File: src/rtl/uart_tx.sv
`default_nettype none
// ============================================================================
//  Module   : uart_tx
//  Purpose  : UART transmitter. Sends one byte per request as start bit,
//             eight data bits LSB-first, optional even parity bit and one
//             stop bit. Each bit lasts CLK_HZ/BAUD clock cycles.
//  Options  : define UART_TX_PARITY_EN to add the even-parity bit
//             (11-bit frame); leave it undefined for 8N1 (10-bit frame).
//  Revision : 1.0  initial release
// ============================================================================
module uart_tx #(
  parameter int CLK_HZ = 48000000,
  parameter int BAUD   = 9600
) (
  input  logic       clk,
  input  logic       rst,
  input  logic [7:0] tx_data,
  input  logic       tx_start,
  output logic       tx_busy,
  output logic       tx_done,
  output logic       tx_out
);

  // Cycles per bit. A divider of 1 still needs a 1-bit counter, so the
  // width is clamped to at least one bit.
  localparam int              DIV      = CLK_HZ / BAUD;
  localparam int              CNT_W    = (DIV > 1) ? $clog2(DIV) : 1;
  localparam logic [CNT_W-1:0] CNT_LAST = CNT_W'(DIV - 1);

  typedef enum logic [2:0] {
    IDLE   = 3'd0,
    START  = 3'd1,
    DATA   = 3'd2,
`ifdef UART_TX_PARITY_EN
    PARITY = 3'd3,
`endif
    STOP   = 3'd4
  } state_t;

  state_t           state;
  state_t           state_next;
  logic [CNT_W-1:0] cnt;
  logic [CNT_W-1:0] cnt_next;
  logic [2:0]       idx;
  logic [2:0]       idx_next;
  logic [7:0]       data_reg;
  logic [7:0]       data_next;
  logic             bit_last;
  logic             out_next;
  logic             busy_next;
  logic             done_next;

  // The current bit period ends when the baud counter reaches DIV-1.
  assign bit_last = (cnt == CNT_LAST);

  // Next-state logic: the counter restarts on every state entry (and on each
  // new data bit), and the byte is captured only when leaving IDLE so that
  // requests made mid-frame cannot disturb it.
  always_comb begin
    state_next = state;
    cnt_next   = cnt + 1'b1;
    idx_next   = idx;
    data_next  = data_reg;
    case (state)
      IDLE: begin
        cnt_next = '0;
        if (tx_start) begin
          data_next  = tx_data;
          state_next = START;
        end
      end
      START: begin
        if (bit_last) begin
          cnt_next   = '0;
          state_next = DATA;
        end
      end
      DATA: begin
        if (bit_last) begin
          cnt_next = '0;
          // Index wraps 7 -> 0 on the way out, ready for the next frame.
          idx_next = idx + 3'd1;
          if (idx == 3'd7) begin
`ifdef UART_TX_PARITY_EN
            state_next = PARITY;
`else
            state_next = STOP;
`endif
          end
        end
      end
`ifdef UART_TX_PARITY_EN
      PARITY: begin
        if (bit_last) begin
          cnt_next   = '0;
          state_next = STOP;
        end
      end
`endif
      STOP: begin
        if (bit_last) begin
          cnt_next   = '0;
          state_next = IDLE;
        end
      end
      default: begin
        cnt_next   = '0;
        state_next = IDLE;
      end
    endcase
  end

  // Output decode from the *next* state so the outputs can be registered
  // without adding a cycle of latency: the line level, busy flag and done
  // pulse all change on the same edge as the state they belong to.
  always_comb begin
    out_next  = 1'b1;
    busy_next = (state_next != IDLE);
    done_next = (state_next == STOP) && (cnt_next == CNT_LAST);
    case (state_next)
      IDLE:    out_next = 1'b1;
      START:   out_next = 1'b0;
      DATA:    out_next = data_next[idx_next];
`ifdef UART_TX_PARITY_EN
      PARITY:  out_next = ^data_next;
`endif
      STOP:    out_next = 1'b1;
      default: out_next = 1'b1;
    endcase
  end

  // State and output registers; reset aborts any frame in flight and
  // overrides a simultaneous start request.
  always_ff @(posedge clk) begin
    if (rst) begin
      state    <= IDLE;
      cnt      <= '0;
      idx      <= 3'd0;
      data_reg <= 8'h00;
      tx_out   <= 1'b1;
      tx_busy  <= 1'b0;
      tx_done  <= 1'b0;
    end else begin
      state    <= state_next;
      cnt      <= cnt_next;
      idx      <= idx_next;
      data_reg <= data_next;
      tx_out   <= out_next;
      tx_busy  <= busy_next;
      tx_done  <= done_next;
    end
  end

endmodule
`default_nettype wire

File: config.mk
export PLATFORM = sky130hd
export DESIGN_NAME = uart_tx
export DESIGN_NICKNAME = d
export VERILOG_FILES = /design/src/rtl/uart_tx.sv
export SDC_FILE = /design/constraint.sdc
export NUM_CORES = 1
export LEC_CHECK = 0
export ABC_CLOCK_PERIOD_IN_PS = 4250
export BUFFER_PORTS_ARGS = -buffer_cell sky130_fd_sc_hd__buf_2
export CELL_PAD_IN_SITES_DETAIL_PLACEMENT = 0
export CELL_PAD_IN_SITES_GLOBAL_PLACEMENT = 2
export CORE_ASPECT_RATIO = 2
export CORE_MARGIN = 2
export CORE_UTILIZATION = 38
export DETAILED_ROUTE_END_ITERATION = 12
export PLACE_DENSITY_LB_ADDON = 0.1
export SETUP_SLACK_MARGIN = 0.3
export SYNTH_ARGS = -nofsm -noshare
export SYNTH_HDL_FRONTEND = slang
export SYNTH_SLANG_ARGS = --single-unit
File: constraint.sdc
create_clock -name clk -period 4.25 [get_ports clk]
set_clock_uncertainty 0.2 [all_clocks]
set_input_delay 0.425 -clock clk [delete_from_list [all_inputs] [get_ports clk]]
set_output_delay 0.425 -clock clk [all_outputs]
set_load 0.005 [all_outputs]
==> run summary, run 1 <==
DRC violations left - 0
Post-DR wirelength/cell - 14.4 µm
Number of fill cells - 420
Area delta synth->final - 11.9%
WP data required - 4.18 ns
CTS tree - yes
GR Overflow Total - 0
Power Dens Cells - 322 nW/µm²
Post-synthesis cell type count - 46
PortBufs - 13
Synth Flop Type - dfxtp_1
Layout cell share with drive strength beyond 1 - 16.0%
Mapped Cells - 175
Unrepaired setup endpoints after global routing - false
Hold_buf cts - 0
Final Cycle Share - 64.7%
Syn avg cell area - 8.78 µm²
Largest cells by area after synthesis - dfxtp_1 39%, nor2_1 6.8%, xor2_1 4.0%
Final Net Count - 202
Final-report setup violation count - 0
Synth warn - 0
Vias/cell - 5.29
Clock buffer count from CTS - 5
Starting DRT DRC Count - 12
Register bit total from synthesis - 30
CP max FO - 12
Starting Density - 39.6%
Horiz. Die Dim - 49.0 µm
ANT nets after route - 0
DR pass1 iterations - 4
# Post-CTS Setup Buffers - 0
Core area - 3880 µm²
Status - complete, no violations
Final worst setup slack - 1.50 ns
Peak supply drop - 270 µV
PostCTS Resize Cnt - 0
Synthesized Nets - 189
Max FFs per register - 13
Fin crit period - 2.75 ns
HPWL after detailed placement - 2690 µm
Pleak - 0.000602 µW
MaxCap Viol Count - 0
Worst-margin pin slew - 0.605 ns
Final hold vios - 0
HP Class - input pin to flop
CTS root buffer - clkbuf_8
Final GP Congestion - 0.870
Critical Path Sink Type - flop
Largest net degree at the start of global routing - 19
Final TNS setup - 0 ns
Clk buf depth - 2
Post-Route Utilization - 44.3%
Post-Syn Area - 1540 µm²
Place WS - 1.46 ns
Row count - 32
Crit start category - flop
CTS H-Tree Depth - 2
Diodes inserted - 0
Clk sinks - 30
Die Area - 4600 µm²
Most common library cell in the layout ignoring fill and taps - dfxtp_1
Most frequent cells in the layout - 30 x dfxtp_1, 28 x nor2_1, 13 x buf_2
Max-slew violations - 0
WS Path Type - flop to flop
Initial antenna violation count - 0
First-pass GRT wire length - 5690 µm
Vias in the first global route - 1225
GRT Overall Usage - 16.9%
CTS clk-pin slew, worst paths - 0.06 ns
Part of the Yosys area used for sequential elements - 39.1%
Highest Clock Rate - 364 MHz
Post-synth EDFFs - 0
Largest area contributor in the netlist - dfxtp_1
DIE HEIGHT - 93.9 µm
Share of synthesized registers carrying an async set or reset - 0%
Io pins - 14
Post-synth top area share - 39.1%
Rel. slew slack - 58.6%
Clk_lat worst skew - 0.27 ns
DRT Wirelength - 3430 µm
Critical path arrival - 2.67 ns
Vias - 1258
power breakdown:
group / leakage (µW) / switching (µW) / internal [µW] / total (µW)
registers: 0.000244 / 3.94 / 290 / 294
logic: 0.000315 / 23.9 / 19.8 / 43.7
clock network: 0.0000431 / 91.5 / 124 / 216
total: 0.000602 / 119 / 434 / 553
stage by stage:
step / instances / area, µm² / hold slack [ns] / total power (µW)
floorplan: 175 / 1540 / 0.232 / 330
global placement: 232 / 1640 / 0.242 / 344
detailed placement: 232 / 1640 / 0.265 / 345
CTS: 238 / 1720 / 0.237 / 563
global route: 238 / 1720 / 0.268 / 577
finish: 238 / 1720 / 0.238 / 553
kinds of logic (layout without fill, tap and decap cells):
kind of cell | Yosys count | count (layout) | share of synthesized area (%)
DFF | 30 | 30 | 39.1
buffers and inverters | 11 | 23 | 3.09
xor gates and xnor gates | 13 | 13 | 7.41
AOI/OAI and AO/OA | 22 | 22 | 10.0
muxes | 9 | 9 | 6.11
adders and majority gates | 3 | 3 | 2.44
and+or+nand+nor | 87 | 87 | 31.8
cell usage after synthesis (2+ instances only):
| master | number |
|---|---|
| xor2_1 | 7 |
| a21oi_1 | 5 |
| mux2i_1 | 6 |
| nand2_1 | 12 |
| nand3_1 | 7 |
| or4_4 | 2 |
| mux2_2 | 3 |
| nand2b_1 | 4 |
| nor3_1 | 6 |
| and2_1 | 4 |
| dfxtp_1 | 30 |
| nor2_1 | 28 |
| buf_2 | 2 |
| or3b_1 | 3 |
| nor3b_1 | 2 |
| o22ai_1 | 2 |
| or3_1 | 3 |
| nand4_1 | 4 |
| o21ai_0 | 5 |
| xnor2_1 | 6 |
| inv_1 | 3 |
| clkbuf_1 | 4 |
| nor2b_1 | 2 |
| ha_1 | 3 |
layout make-up:
| class | instances | area, µm² | share of cell area [%] |
|---|---|---|---|
| Sequential cell | 30 | 601 | 34.9 |
| Clock buffer | 6 | 82.6 | 4.80 |
| Multi-Input combinational cell | 134 | 888 | 51.7 |
| Timing Repair Buffer | 14 | 72.6 | 4.22 |
| Tap cell | 51 | 63.8 | 3.71 |
| Inverter | 3 | 11.3 | 0.655 |
layer usage:
| layer | global-route usage, % | vias up | wire length, µm | part of all wire [%] |
|---|---|---|---|---|
| met2 | 34.9 | 23 | 2120 | 62 |
| li1 | - | 643 | - | - |
| met3 | 3.34 | 6 | 94 | 2.7 |
| met1 | 14.4 | 586 | 1120 | 33 |
| met5 | 0 | - | 0 | 0 |
| met4 | 8.57 | 0 | 89 | 2.6 |
worst paths after layout:
check                                    startpoint  slack [ns]  cells after the start                     end
worst min-delay path                     tx_data[5]        0.24                      3  data_reg[5]$_SDFF_PP0_
worst min register to register    cnt[0]$_SDFF_PP0_        0.27                      1       cnt[0]$_SDFF_PP0_
worst max register to register  state[1]$_SDFF_PP0_        1.50                      6      tx_done$_SDFF_PP0_
worst max-delay path            state[1]$_SDFF_PP0_        1.50                      6      tx_done$_SDFF_PP0_
critical path: stages (launching register included):
cell	delay [ns]
dfxtp_1	0.48
or3b_1	0.48
o21a_1	0.16
or3_1	0.51
nor2_1	0.24
nand2_1	0.08
a2111oi_1	0.44
(Power assumes the default switching activity.)
==> inputs of run 2 (changes only) <==
--- a/config.mk
+++ b/config.mk
@@ -5,13 +5,14 @@
 export SDC_FILE = /design/constraint.sdc
 export NUM_CORES = 1
 export LEC_CHECK = 0
-export ABC_CLOCK_PERIOD_IN_PS = 4250
+export ABC_AREA = 1
+export ABC_CLOCK_PERIOD_IN_PS = 2530
 export BUFFER_PORTS_ARGS = -buffer_cell sky130_fd_sc_hd__buf_2
 export CELL_PAD_IN_SITES_DETAIL_PLACEMENT = 0
 export CELL_PAD_IN_SITES_GLOBAL_PLACEMENT = 2
 export CORE_ASPECT_RATIO = 2
 export CORE_MARGIN = 2
-export CORE_UTILIZATION = 38
+export CORE_UTILIZATION = 32
 export DETAILED_ROUTE_END_ITERATION = 12
 export PLACE_DENSITY_LB_ADDON = 0.1
 export SETUP_SLACK_MARGIN = 0.3
==> constraint.sdc (replaced) <==
create_clock -name clk -period 2.53 [get_ports clk]
set_clock_uncertainty 0.2 [all_clocks]
set_input_delay 0.253 -clock clk [delete_from_list [all_inputs] [get_ports clk]]
set_output_delay 0.253 -clock clk [all_outputs]
set_load 0.005 [all_outputs]
==> run 2 against run 1 <==
Compared with the run above:
- fmax grew 37%
- worst setup slack lost 0.98 ns
- sequential power grew 67%
- highest routed layer unchanged
- sequential cell count is the same
- combinational power grew 86%
- routed wire length grew 15%
- critical path type unchanged
- critical path depth grew 6
- first-iteration DRC count grew 17%
- non-clock buffer count shrank 1
- synthesized area grew 5.5%
- clock-buffer cell count grew 1
==> run summary, run 2 <==
Clk_lat worst skew - 0.27 ns
Status - complete, no violations
Vias - 1484
Crit-path max cell delay - 0.36 ns
Synthesized Nets - 252
Post-synthesis cell type count - 29
DR pass1 iterations - 4
Final Cycle Share - 79.3%
Peak supply drop - 436 µV
Largest cells by area after synthesis - dfxtp_1 37%, nand2_1 14%, nand3_1 8.3%
Part of the Yosys area used for sequential elements - 37.0%
Post-synth EDFFs - 0
Diodes inserted - 0
Reg2reg end - tx_out$_SDFF_PP1_
# Post-CTS Setup Buffers - 0
Core area - 4860 µm²
Crit start category - flop
WP data required - 2.50 ns
Area delta synth->final - 12.2%
Most frequent cells in the layout - 62 x nand2_1, 34 x inv_1, 32 x nor2_1
CTS root buffer - clkbuf_8
Final-report setup violation count - 0
Critical-path cell list - ha_1 -> nand2_1 -> inv_1 -> nand2_4 -> nor2_8 -> nand3_4 -> o21ai_1 -> nand3_1 -> nand3_1 -> nand2_1 -> nand2_1 -> nand2_1
GRT Overall Usage - 16.1%
Max FFs per register - 13
CTS H-Tree Depth - 2
Rel. slew slack - 70.1%
HPWL after detailed placement - 3300 µm
Mapped Cells - 238
Register bit total from synthesis - 30
Critical Path Sink Type - flop
DIE HEIGHT - 105 µm
FF-to-FF Start - cnt[0]$_SDFF_PP0_
Post-synth top area share - 37.0%
Crit-path slowest cell - dfxtp_1
Final worst setup slack - 0.523 ns
Bufs and invs on worst path - 1
Vias/cell - 4.77
Layout cell share with drive strength beyond 1 - 15.7%
First-pass GRT wire length - 6530 µm
Post-DR wirelength/cell - 12.6 µm
CP Depth - 12
Post-Syn Area - 1620 µm²
Critical path launch point - cnt[0]$_SDFF_PP0_
Row count - 36
Share of synthesized registers carrying an async set or reset - 0%
Largest net degree at the start of global routing - 17
Io pins - 14
Die Area - 5690 µm²
Most common library cell in the layout ignoring fill and taps - nand2_1
WS Path Type - flop to flop
Highest Clock Rate - 498 MHz
CP endpoint - tx_out$_SDFF_PP1_
Vias in the first global route - 1497
Horiz. Die Dim - 54.3 µm
DRC violations left - 0
Final hold vios - 0
Initial antenna violation count - 0
Clock buffer count from CTS - 5
Most common library cells after synthesis - 62 x nand2_1, 34 x inv_1, 32 x nor2_1, 30 x dfxtp_1, 27 x nand3_1
ANT nets after route - 0
Final TNS setup - 0 ns
HP Class - input pin to flop
FF-to-FF setup slack - 0.52 ns
Starting Density - 33.3%
PortBufs - 13
Worst R2R Path Depth - 12
MaxCap Viol Count - 0
Pleak - 0.000853 µW
Fin crit period - 2.01 ns
Most frequent cell after synthesis - nand2_1
CTS tree - yes
Worst-margin pin slew - 0.446 ns
CP max FO - 6
Final GP Congestion - 0.711
Unrepaired setup endpoints after global routing - false
Final Net Count - 267
CP most frequent cell - nand2_1
Clk sinks - 30
Max-slew violations - 0
Synth warn - 0
GR Overflow Total - 0
DRT Wirelength - 3930 µm
Starting DRT DRC Count - 14
Largest area contributor in the netlist - dfxtp_1
Synth Flop Type - dfxtp_1
Clk buf depth - 2
Syn avg cell area - 6.81 µm²
Delay-heaviest family, CP - simple AND/OR/NAND/NOR gates
CTS clk-pin slew, worst paths - 0.06 ns
Power Dens Cells - 529 nW/µm²
Critical path arrival - 1.98 ns
Place WS - 0.400 ns
-- run 2: cell count changes after synthesis, moves of 4 or more --
cell | previous run | this run
nor3_1 | 6 | 1
nand3_1 | 7 | 27
inv_1 | 3 | 34
xnor2_1 | 6 | 0
mux2i_1 | 6 | 0
nor2_1 | 28 | 32
and2_1 | 4 | 0
nand2_1 | 12 | 62
nand2b_1 | 4 | 0
xor2_1 | 7 | 0
-- run 2: cell type report --
| cell class | count | area (µm²) |
|---|---|---|
| Fill cell | 574 | 3050 |
| Multi-Input combinational cell | 167 | 856 |
| Sequential cell | 30 | 601 |
| Inverter | 36 | 135 |
| Clock buffer | 7 | 86.3 |
| Tap cell | 57 | 71.3 |
| Timing Repair Buffer | 13 | 65.1 |
| Clock inverter | 1 | 5.00 |
-- run 2: metrics by stage --
step | std cells | hold WS (ns) | utilization, % | power, µW | cell area (µm²)
after floorplan | 238 | 0.217 | - | 562 | 1620
after global placement | 303 | 0.230 | 35.4 | 586 | 1720
after detailed placement | 303 | 0.240 | 35.4 | 585 | 1720
after CTS | 311 | 0.0389 | 37.3 | 985 | 1810
after global routing | 311 | 0.0652 | 37.4 | 1010 | 1820
final | 311 | 0.0490 | 37.4 | 962 | 1820
-- run 2: tightest hold or removal path: stages --
cell	delay (ns)
buf_2	0.09
nand2_1	0.07
a21oi_1	0.06
-- run 2: repair_timing --
item	CTS	global route
endpoints found under the setup margin	0	1
hold buffers	0	0
resized for setup	0	1
-- run 2: worst min-delay path by stage --
| stage | depth (start not counted) | to | from | slack [ns] |
|---|---|---|---|---|
| floorplan | 1 | cnt[0]$_SDFF_PP0_ | cnt[0]$_SDFF_PP0_ | 0.22 |
| global placement | 1 | cnt[0]$_SDFF_PP0_ | cnt[0]$_SDFF_PP0_ | 0.23 |
| detailed placement | 1 | cnt[0]$_SDFF_PP0_ | cnt[0]$_SDFF_PP0_ | 0.24 |
| CTS | 3 | data_reg[2]$_SDFF_PP0_ | tx_data[2] | 0.04 |
| global route | 3 | data_reg[6]$_SDFF_PP0_ | tx_data[6] | 0.07 |
| finish | 3 | data_reg[2]$_SDFF_PP0_ | tx_data[2] | 0.05 |
-- run 2: routing by layer --
layer	GRT usage (%)	share of wire, %
met1	13.0	31
met5	0	0
met3	2.57	1.6
met4	6.96	2.2
met2	32.9	65
-- run 2: logic make-up after synthesis --
family                     after synthesis  synth area share [%]
and+or+nand+nor                        145                  43.1
buffers and inverters                   41                  10.5
DFF                                     30                  37.0
AOI/OAI and AO/OA                       19                  7.02
adders and majority gates                3                  2.32
-- run 2: power breakdown --
part | internal [µW] | switching (µW)
Combinational | 32.0 | 49.4
Clock | 219 | 170
Sequential | 487 | 4.37
Total | 738 | 224
==> inputs of run 3 (changes only) <==
--- a/config.mk
+++ b/config.mk
@@ -6,7 +6,7 @@
 export NUM_CORES = 1
 export LEC_CHECK = 0
 export ABC_AREA = 1
-export ABC_CLOCK_PERIOD_IN_PS = 2530
+export ABC_CLOCK_PERIOD_IN_PS = 1950
 export BUFFER_PORTS_ARGS = -buffer_cell sky130_fd_sc_hd__buf_2
 export CELL_PAD_IN_SITES_DETAIL_PLACEMENT = 0
 export CELL_PAD_IN_SITES_GLOBAL_PLACEMENT = 2
==> constraint.sdc (replaced) <==
create_clock -name clk -period 1.95 [get_ports clk]
set_clock_uncertainty 0.2 [all_clocks]
set_input_delay 0.195 -clock clk [delete_from_list [all_inputs] [get_ports clk]]
set_output_delay 0.195 -clock clk [all_outputs]
set_load 0.005 [all_outputs]
==> run 3 against run 2 <==
Compared with the run above:
- clock-buffer cell count stayed put
- largest power group unchanged
- via count is 4.8% higher
- core utilization is 5.5 points higher
- largest cell class unchanged
- die area stayed put
- critical endpoint unchanged
==> run summary, run 3 (same netlist as run 2, synthesis figures left out) <==
DRT Wirelength - 4250 µm
Design area - 2080 µm²
Area delta synth->final - 28.5%
PortBufs - 13
Crit-path slowest cell - dfxtp_2
Most frequent cells in the layout - 53 x nand2_1, 33 x inv_1, 27 x nor2_1
Largest net degree at the start of global routing - 17
WS Path Type - flop to flop
Vias in the first global route - 1586
DRC violations left - 0
HPWL after detailed placement - 3410 µm
GR Overflow Total - 0
CTS tree - yes
ANT nets after route - 0
Clk sinks - 30
Worst R2R Path Depth - 14
Max FFs per register - 13
Io pins - 14
Diodes inserted - 0
Final GP Congestion - 0.723
Hold_ws - 0.0712 ns
Crit start category - flop
Peak supply drop - 285 µV
Placed cell count - 314
CP max FO - 6
Placement Cell Area - 1840 µm²
CTS H-Tree Depth - 2
Starting DRT DRC Count - 16
Final Cycle Share - 94.8%
FF-to-FF Start - cnt[1]$_SDFF_PP0_
Final cell count without fillers - 329
Unrepaired setup endpoints after global routing - true
Post-DR wirelength/cell - 12.9 µm
WP data required - 1.97 ns
Fin crit period - 1.85 ns
Crit-path max cell delay - 0.35 ns
CTS clk-pin slew, worst paths - 0.06 ns
First-pass GRT wire length - 7020 µm
MaxCap Viol Count - 0
DIE HEIGHT - 105 µm
Hold Path Depth - 4
Pleak - 0.000977 µW
Critical path arrival - 1.87 ns
Core area - 4860 µm²
Critical Path Sink Type - flop
Die Area - 5690 µm²
Clock buffer count from CTS - 5
Final TNS setup - 0 ns
Layout cell share with drive strength beyond 1 - 29.0%
CTS root buffer - clkbuf_8
Vias/cell - 4.73
GRT Overall Usage - 17.1%
Row count - 36
Status - complete, no violations
Critical-path cell list - ha_4 -> nand2_4 -> inv_4 -> nand2_4 -> nor2_8 -> nand3_4 -> nand2_4 -> buf_4 -> nand3_1 -> nand3_1 -> nand3_1 -> nand2_1 -> nand2_1 -> nand2_1
Most common library cell in the layout ignoring fill and taps - nand2_1
Final-report setup violation count - 0
Horiz. Die Dim - 54.3 µm
Worst-margin pin slew - 0.339 ns
HP Class - input pin to flop
Final Net Count - 286
Max-slew violations - 0
Critical path launch point - cnt[1]$_SDFF_PP0_
Clk buf depth - 2
Vias - 1555
DR pass1 iterations - 5
Highest Clock Rate - 541 MHz
Rel. slew slack - 77.4%
Clk_lat worst skew - 0.28 ns
Starting Density - 33.3%
Final hold vios - 0
Power Dens Cells - 592 nW/µm²
Hold path start - tx_data[4]
Number of fill cells - 517
Initial antenna violation count - 0
==> run 3: cell count changes in the layout (fill, tap and decap cells not counted), sizes merged <==
cell / change
dlygate4sd3: +4
clkinv: -1
buf: +15
==> run 3: power breakdown <==
group          switching (µW)  total, µW  internal [µW]
Sequential               6.11        638            632
Clock                     227        472            245
Combinational            70.9        124           53.2
==> run 3: cell type report <==
type / count / area, µm² / share of cell area, %
Clock buffer: 7 / 76.3 / 3.66
Multi-Input combinational cell: 167 / 971 / 46.6
Sequential cell: 30 / 607 / 29.1
Inverter: 36 / 138 / 6.60
Tap cell: 57 / 71.3 / 3.42
Timing Repair Buffer: 32 / 221 / 10.6
==> run 3: timing repair <==
action | in CTS | in global routing
buffers inserted | 3 | 1
resized for setup | 22 | 10
hold buffers | 4 | 0
endpoints found under the setup margin | 14 | 11
endpoints found under the hold margin | 4 | 0
pin swaps | 4 | 2
==> run 3: per-layer routing <==
layer	wire [µm]	GRT usage (%)	share of wire, %	vias to the layer above
met5	0	0	0	-
met4	108	8.21	2.5	0
met3	47	2.14	1.1	8
met2	2730	34.5	64	15
met1	1370	14.1	32	715
li1	-	-	-	817
==> run 3: path summary, 6_finish.rpt <==
path | to | slack (ns)
worst max register to register | tx_out$_SDFF_PP1_ | 0.10
worst max-delay path | tx_out$_SDFF_PP1_ | 0.10
worst min-delay path | data_reg[4]$_SDFF_PP0_ | 0.07
worst min register to register | data_reg[6]$_SDFF_PP0_ | 0.27
==> run 3: stage by stage <==
step                      util [%]  setup slack, ns  power (µW)
after global placement        37.7           0.0296         766
after global routing          42.8          0.00130        1290
after CTS                     42.1            0.108        1250
final                         42.8            0.102        1230
after detailed placement      37.7           0.0360         766
after floorplan                  -            0.261         731
==> run 3: worst max-delay path: cells and delay by family, from the launching register on <==
kind	cells	cell delay, ns
adders and majority gates	1	0.15
buffers and inverters	2	0.20
DFF	1	0.35
and+or+nand+nor	11	0.90
